**src/rtl/mem_arbiter.sv**
```systemverilog
// Two-requester (cpu/dma) memory bus arbiter: IDLE -> ACCESS (WAIT_CYCLES) -> DONE, all outputs registered.
// Round-robin on ties by default; define ARB_FIXED_PRIORITY_EN to make cpu always win ties.
module mem_arbiter #(
    parameter int WAIT_CYCLES = 2
) (
    input  logic        clk,
    input  logic        reset,
    input  logic        cpu_req,
    input  logic [15:0] cpu_address,
    input  logic [15:0] cpu_data_in,
    input  logic [1:0]  cpu_write_mask,
    input  logic        cpu_write_enable,
    output logic [15:0] cpu_data_out,
    output logic        cpu_ack,
    input  logic        dma_req,
    input  logic [15:0] dma_address,
    input  logic [15:0] dma_data_in,
    input  logic [1:0]  dma_write_mask,
    input  logic        dma_write_enable,
    output logic [15:0] dma_data_out,
    output logic        dma_ack,
    output logic [15:0] mem_address,
    output logic [15:0] mem_data_in,
    output logic [1:0]  mem_write_mask,
    output logic        mem_bus_enable,
    output logic        mem_write_enable,
    input  logic [15:0] mem_data_out,
    output logic        busy
);

    typedef enum logic [1:0] {IDLE, ACCESS, DONE} state_t;

    state_t      state, state_nxt;
    logic [3:0]  cnt, cnt_nxt;
    logic        gnt_dma, gnt_dma_nxt;
    logic        cur_we, cur_we_nxt;
    logic        pick_dma;
    logic [15:0] cpu_data_out_nxt, dma_data_out_nxt;
    logic        cpu_ack_nxt, dma_ack_nxt;
    logic [15:0] mem_address_nxt, mem_data_in_nxt;
    logic [1:0]  mem_write_mask_nxt;
    logic        mem_bus_enable_nxt, mem_write_enable_nxt, busy_nxt;

`ifdef ARB_FIXED_PRIORITY_EN
    assign pick_dma = dma_req & ~cpu_req;
`else
    // last_dma resets high so the very first tie goes to cpu
    logic last_dma, last_dma_nxt;
    assign pick_dma = dma_req & (~cpu_req | ~last_dma);

    always_ff @(posedge clk or posedge reset) begin
        if (reset) last_dma <= 1'b1;
        else       last_dma <= last_dma_nxt;
    end
`endif

    always_comb begin
        state_nxt            = state;
        cnt_nxt              = cnt;
        gnt_dma_nxt          = gnt_dma;
        cur_we_nxt           = cur_we;
        cpu_data_out_nxt     = cpu_data_out;
        dma_data_out_nxt     = dma_data_out;
        cpu_ack_nxt          = 1'b0;
        dma_ack_nxt          = 1'b0;
        mem_address_nxt      = mem_address;
        mem_data_in_nxt      = mem_data_in;
        mem_write_mask_nxt   = mem_write_mask;
        mem_bus_enable_nxt   = 1'b0;
        mem_write_enable_nxt = 1'b0;
`ifndef ARB_FIXED_PRIORITY_EN
        last_dma_nxt         = last_dma;
`endif
        case (state)
            IDLE: begin
                if (cpu_req || dma_req) begin
                    state_nxt            = ACCESS;
                    gnt_dma_nxt          = pick_dma;
                    cnt_nxt              = 4'(WAIT_CYCLES - 1);
                    mem_bus_enable_nxt   = 1'b1;
                    mem_address_nxt      = pick_dma ? dma_address      : cpu_address;
                    mem_data_in_nxt      = pick_dma ? dma_data_in      : cpu_data_in;
                    mem_write_mask_nxt   = pick_dma ? dma_write_mask   : cpu_write_mask;
                    cur_we_nxt           = pick_dma ? dma_write_enable : cpu_write_enable;
                    // the single write strobe lands on the first ACCESS cycle
                    mem_write_enable_nxt = cur_we_nxt;
`ifndef ARB_FIXED_PRIORITY_EN
                    last_dma_nxt         = pick_dma;
`endif
                end
            end
            ACCESS: begin
                if (cnt == 4'd0) begin
                    state_nxt = DONE;
                    if (gnt_dma) dma_ack_nxt = 1'b1;
                    else         cpu_ack_nxt = 1'b1;
                    if (!cur_we) begin
                        if (gnt_dma) dma_data_out_nxt = mem_data_out;
                        else         cpu_data_out_nxt = mem_data_out;
                    end
                end else begin
                    cnt_nxt            = cnt - 4'd1;
                    mem_bus_enable_nxt = 1'b1;
                end
            end
            DONE:    state_nxt = IDLE;
            default: state_nxt = IDLE;
        endcase
        busy_nxt = (state_nxt != IDLE);
    end

    always_ff @(posedge clk or posedge reset) begin
        if (reset) begin
            state            <= IDLE;
            cnt              <= 4'd0;
            gnt_dma          <= 1'b0;
            cur_we           <= 1'b0;
            cpu_data_out     <= 16'd0;
            dma_data_out     <= 16'd0;
            cpu_ack          <= 1'b0;
            dma_ack          <= 1'b0;
            mem_address      <= 16'd0;
            mem_data_in      <= 16'd0;
            mem_write_mask   <= 2'd0;
            mem_bus_enable   <= 1'b0;
            mem_write_enable <= 1'b0;
            busy             <= 1'b0;
        end else begin
            state            <= state_nxt;
            cnt              <= cnt_nxt;
            gnt_dma          <= gnt_dma_nxt;
            cur_we           <= cur_we_nxt;
            cpu_data_out     <= cpu_data_out_nxt;
            dma_data_out     <= dma_data_out_nxt;
            cpu_ack          <= cpu_ack_nxt;
            dma_ack          <= dma_ack_nxt;
            mem_address      <= mem_address_nxt;
            mem_data_in      <= mem_data_in_nxt;
            mem_write_mask   <= mem_write_mask_nxt;
            mem_bus_enable   <= mem_bus_enable_nxt;
            mem_write_enable <= mem_write_enable_nxt;
            busy             <= busy_nxt;
        end
    end

endmodule

```
**config.mk**
```make
export PLATFORM = sky130hd
export DESIGN_NAME = mem_arbiter
export DESIGN_NICKNAME = d
export VERILOG_FILES = /design/src/rtl/mem_arbiter.sv
export SDC_FILE = /design/constraint.sdc
export NUM_CORES = 1
export LEC_CHECK = 0
export CAP_MARGIN = 20
export CORE_MARGIN = 2
export CORE_UTILIZATION = 41
export DETAILED_ROUTE_END_ITERATION = 16
export PLACE_DENSITY = 0.8
export SLEW_MARGIN = 30
export SYNTH_ARGS = -nofsm -noshare
export SYNTH_HDL_FRONTEND = slang
export SYNTH_SLANG_ARGS = --single-unit
export TNS_END_PERCENT = 30
```
**constraint.sdc**
```tcl
create_clock -name clk -period 3.1 [get_ports clk]
set_clock_uncertainty 0.1 [all_clocks]
set_input_delay 0.62 -clock clk [delete_from_list [all_inputs] [get_ports clk]]
set_output_delay 0.62 -clock clk [all_outputs]
set_load 0.005 [all_outputs]
```
-- After elaboration in Yosys (flattened, before gate mapping)
Index checks and enable logic that the tools add are counted.
- word-level logic and storage cells: 55
- output and inout port bits: 71
- register bits after elaboration: 80
- reduce and logical (&&, ||, !) cells: 9
- equality and inequality tests: 3
- muxes and demuxes: 21
- add/subtract/negate cells: 1
- bitwise gates (word level): 6
- operators by type and width (operator ; count):
    $mux W16 ; 2
    $mux W1 ; 11
    $mux W4 ; 2
    $pmux W4 S2 ; 1
    $reduce_and A4 Y1 ; 2
    $mux W2 ; 3
    $logic_not A4 Y1 ; 1
    $ne A2 B2 Y1 const B ; 2
    $not A1 Y1 ; 4
    $pmux W2 S2 ; 1
    $reduce_bool A2 Y1 ; 2
    $sub A4 B1 Y4 const B ; 1
    $reduce_and A3 Y1 ; 1
    $eq A2 B1 Y1 const B ; 1
    $logic_not A2 Y1 ; 1
    $pmux W1 S2 ; 1
    $reduce_and A2 Y1 ; 1
    $and A1 B1 Y1 ; 1
    $logic_or A1 B1 Y1 ; 1
    $or A1 B1 Y1 ; 1

-- Longest topological paths before layout
- word-level depth: 6
- depth in mapped cells: 6
- mapped depth without buffers: 5

-- Worst setup path after synthesis
Ideal clock, no wire load.
- path type: register to register
- from: register cnt[0]
- to: register dma_data_out[0]
- stages on the path, launching flop included: 7
- path slack: 1202 ps
- required time: 2875 ps
- arrival: 1673 ps
- cells stage by stage: dfrtp_1 -> inv_1 -> ha_1 -> nor3b_4 -> nand4b_4 -> buf_6 -> mux2_4
- cells in the longest elaborated chain, start to end: 2
- RTL lines (item ; RTL line ; source):
    start: declaration ; 34 ; logic [3:0] cnt, cnt_nxt;
    start signal: assignment ; 130 ; cnt <= cnt_nxt;
    $logic_not A4 Y1 ; 93 ; if (cnt == 4'd0) begin
    $reduce_and A4 Y1 (no line) ; - ;
    end signal: assignment ; 134 ; dma_data_out <= dma_data_out_nxt;
    end: declaration ; 20 ; output logic [15:0] dma_data_out,
Every way passes these cells.
A chain may end at the register's enable or synchronous reset.

-- Worst setup path after layout
- from: register cnt[0]
- to: register dma_data_out[11]
The elaborated chain is that of the path after synthesis.

==> impl_results.md <==
- Slowest cell on the critical path: sky130_fd_sc_hd__nor3b_4
- Setup repair after global routing missed its margin: no
- Total length of routed wires: between 8000 and 9000 um
- Post-cts resize count: 0
- Startpoint-to-endpoint class of the critical path: flip-flop to flip-flop
- Power per cell area: 911.2 nW/um2
- Register bit total from synthesis: 80
- Number of pins with negative max-slew slack in the final report: 0
- Master cell of the clock root buffer: sky130_fd_sc_hd__clkbuf_8
- Post-synthesis cell type count: 34
- Maximum number of pins on one net before global-route repair: 52
- Internal power contribution: approximately 3.4 mW
- Final period demand of the worst path: between 2 and 2.5 ns
- First-pass GRT wire length: roughly 13,000 um
- CORE AREA: 8217 um2
- Average wire per standard cell: 16.11 um
- Pre-CTS worst setup slack: 0.6644 ns
- Global route total overflow: 0
- Width of the chip: between 90 and 100 um
- Sum Neg Setup Slack: 0 ns
- Clock network fraction of design power: between 10% and 20%
- Launching element type of the critical path: flip-flop
- Clk sink count: 80
- Die ar.: about 9300 um2
- Number of buffers inserted for hold repair after clock tree synthesis: 0
- Share of the yosys chip area belonging to registers: between 50% and 60%
- Max-cap check violation count: 0
- Count of H-tree levels built during CTS: 3
- Switch Pwr: 1.519 mW
- Syn Area/Cell: 12.63 um2
- Buffers on Ports: between 150 and 200
- Detailed-router iteration count before antenna repair: 4
- Commonest non-fill, non-tap cell in the layout: sky130_fd_sc_hd__clkdlybuf4s50_1
- P&R area growth vs syn: 55.17%
- Number of failing hold endpoints at the final stage: 0
- Detailed-routing wirelength on met1: between 3000 and 4000 um
- Post-detailed-route via-to-cell ratio: 5.099
- Fraction of power spent switching nets: between 30% and 40%
- Element type at the critical path end: flip-flop
- Synthesized netlist cell count: approximately 280
- FMAX: approximately 0.45 GHz
- Worst slack on hold paths: around 0.4 ns
- Classification of the worst-slack hold path: flip-flop to flip-flop
- Number of antenna cells inserted: 0
- Delay of the slowest cell on the worst path: around 0.43 ns
- Number of non-filler instances in the completed layout: about 540
- Number of synthesized flops with an enable pin: 0
- Prevailing post-synth register cell: sky130_fd_sc_hd__dfrtp_1
- Routed length on met3: around 800 um
- Initial antenna violation count: 0
- Transition time at the pin with the least slew margin: between 0.6 and 0.7 ns
- Clock slew seen by the registers of the worst setup and hold paths: 0.07 ns
- Std cell rows: 33
- Cell-by-cell listing of the critical path: inv_1 -> ha_1 -> nor3b_4 -> nand4b_4 -> mux2_4
- Violation count after the first detailed-routing iteration: between 100 and 150
- CTS buffer count: 9
- Number of global-route vias before repair: 2,788
- Number of buffers on the longest clock path: 2
- Starting Density: between 40 and 50%
- Slew HR: roughly 58%
- Overall via count from detail_route: ~2,800
- FFs w/ async S/R, synth: 100.0%
- Remaining routing DRC violations: 0
- Post-Synthesis Net Count: about 370
- Routability Congestion: between 0.7 and 0.8
- Detailed-routed wire length on met2: about 4200 um
- I/O pin cnt: 161
- Cell family contributing the most delay on the critical path: simple AND/OR/NAND/NOR gates
- Share of layout cells above drive strength 1: 14.16%
- Worst path buffer plus inverter count: 1
- Crit share post-route: slightly above 70%
- Number of placed cells counting well taps: approximately 530
- Top layer used by detailed routing: met4
- Highest-count cells in the layout ignoring fill and taps: 160 x sky130_fd_sc_hd__clkdlybuf4s50_1, 79 x sky130_fd_sc_hd__dfrtp_1, 68 x sky130_fd_sc_hd__o21ai_0
- Worst path arrival time: roughly 2.3 ns
- Peak VDD IR: roughly 0.38 mV
- Y dimension of the die: just under 100 um
- Post-DP HPWL: approximately 6400 um
- Final WS setup: 0.8791 ns
- Clock Latency Late Sink: around 0.33 ns
- Total setup violations reported at the end of the flow: 0
- Antenna-violating nets left: 0
- Data required, critical path: between 3 and 4 ns
- Mapped cell area: roughly 3500 um2
- Sum of internal, switching and leakage power: ~4.9 mW
- Buffers inserted during post-CTS setup optimization: 0
- CTS tree: yes
- Number of nets in the layout: between 500 and 600
- Logic gate share of total power: between 40% and 50%
- Synth warnings: 0
- Status: finished clean
- Worst-path fanout max: 16
- GRT Total Usage: a little under a fifth
- Leakage power summed over all cells: roughly 2.4 nW
- Sequential group share of total power: 37.4%
[final cells by class]
class / count / area, um2
clock buffer: 10 / 127.6
sequential: 80 / 2003
timing repair buffer: 165 / 1664
multi-input combinational: 174 / 1384
clock inverter: 5 / 82.58
inverter: 4 / 16.27
fill: 632 / 2808
tap: 105 / 131.4
[metal layers]
layer / track usage, % / vias up
met2: 31.60 / 112
met5: 0 / -
li1: - / 1306
met1: 23.78 / 1346
met4: 4.286 / 0
met3: 6.969 / 5
[cell families after synthesis]
family / count (synthesis) / share of synthesized area [%]
simple gates: 22 / 4.667
fa+ha+maj: 2 / 0.7178
flops: 80 / 57.47
mux: 68 / 21.79
buf+inv: 22 / 3.015
compound gates: 82 / 12.35
[worst paths after layout]
check | start | endpoint | slack, ns | cells after the start
max | cnt[0] | dma_data_out[11] | 0.88 | 5
max reg2reg | cnt[0] | dma_data_out[11] | 0.88 | 5
min | cpu_data_out[12] | cpu_data_out[12] | 0.41 | 1
min in group asynchronous | reset | mem_address[2] | 0.53 | 2
min reg2reg | cpu_data_out[12] | cpu_data_out[12] | 0.41 | 1
max in group asynchronous | reset | state[1] | 1.73 | 3
[cell usage after synthesis (2+ instances only)]
library cell,n,share of area (%)
sky130_fd_sc_hd__dfrtp_1,79,57
sky130_fd_sc_hd__o21ai_0,69,9.9
sky130_fd_sc_hd__mux2i_1,35,10
sky130_fd_sc_hd__mux2_2,23,7.4
sky130_fd_sc_hd__clkbuf_1,12,1.3
sky130_fd_sc_hd__mux2_4,10,4.3
sky130_fd_sc_hd__nor2_1,7,0.75
sky130_fd_sc_hd__inv_1,4,0.43
sky130_fd_sc_hd__a21oi_1,3,0.43
sky130_fd_sc_hd__buf_2,3,0.43
sky130_fd_sc_hd__o21ai_1,3,0.43
sky130_fd_sc_hd__buf_6,2,0.65
sky130_fd_sc_hd__ha_1,2,0.72
sky130_fd_sc_hd__nand2b_1,2,0.36
sky130_fd_sc_hd__nor2b_1,2,0.36
sky130_fd_sc_hd__o22ai_1,2,0.36
[power by group through the flow]
| stage | logic [mW] | clock network, mW | registers [mW] |
|---|---|---|---|
| floorplan | 0.985 | 0 | 1.87 |
| global placement | 2.23 | 0 | 1.84 |
| detailed placement | 2.30 | 0 | 1.86 |
| CTS | 2.30 | 0.835 | 1.85 |
| global route | 2.49 | 0.872 | 1.90 |
| finish | 2.27 | 0.815 | 1.85 |
[flip-flops by register name, summed over array words and instances, names as in the netlist]
register and count:
busy 1, cnt 4, cpu_ack 1, cpu_data_out 16, cur_we 1, dma_ack 1, dma_data_out 16, gnt_dma 1
last_dma 1, mem_address 16, mem_bus_enable 1, mem_data_in 16, mem_write_enable 1, mem_write_mask 2, state 2
[per-stage QoR]
stage | utilization (%) | instance area (um2)
3_3_place_gp | 63.27 | 5199
5_1_grt | 65.83 | 5409
4_1_cts | 65.83 | 5409
2_1_floorplan | - | 3486
6_report | 65.83 | 5409
3_5_place_dp | 63.27 | 5199
Note: power is estimated with default switching activity, not from simulation.
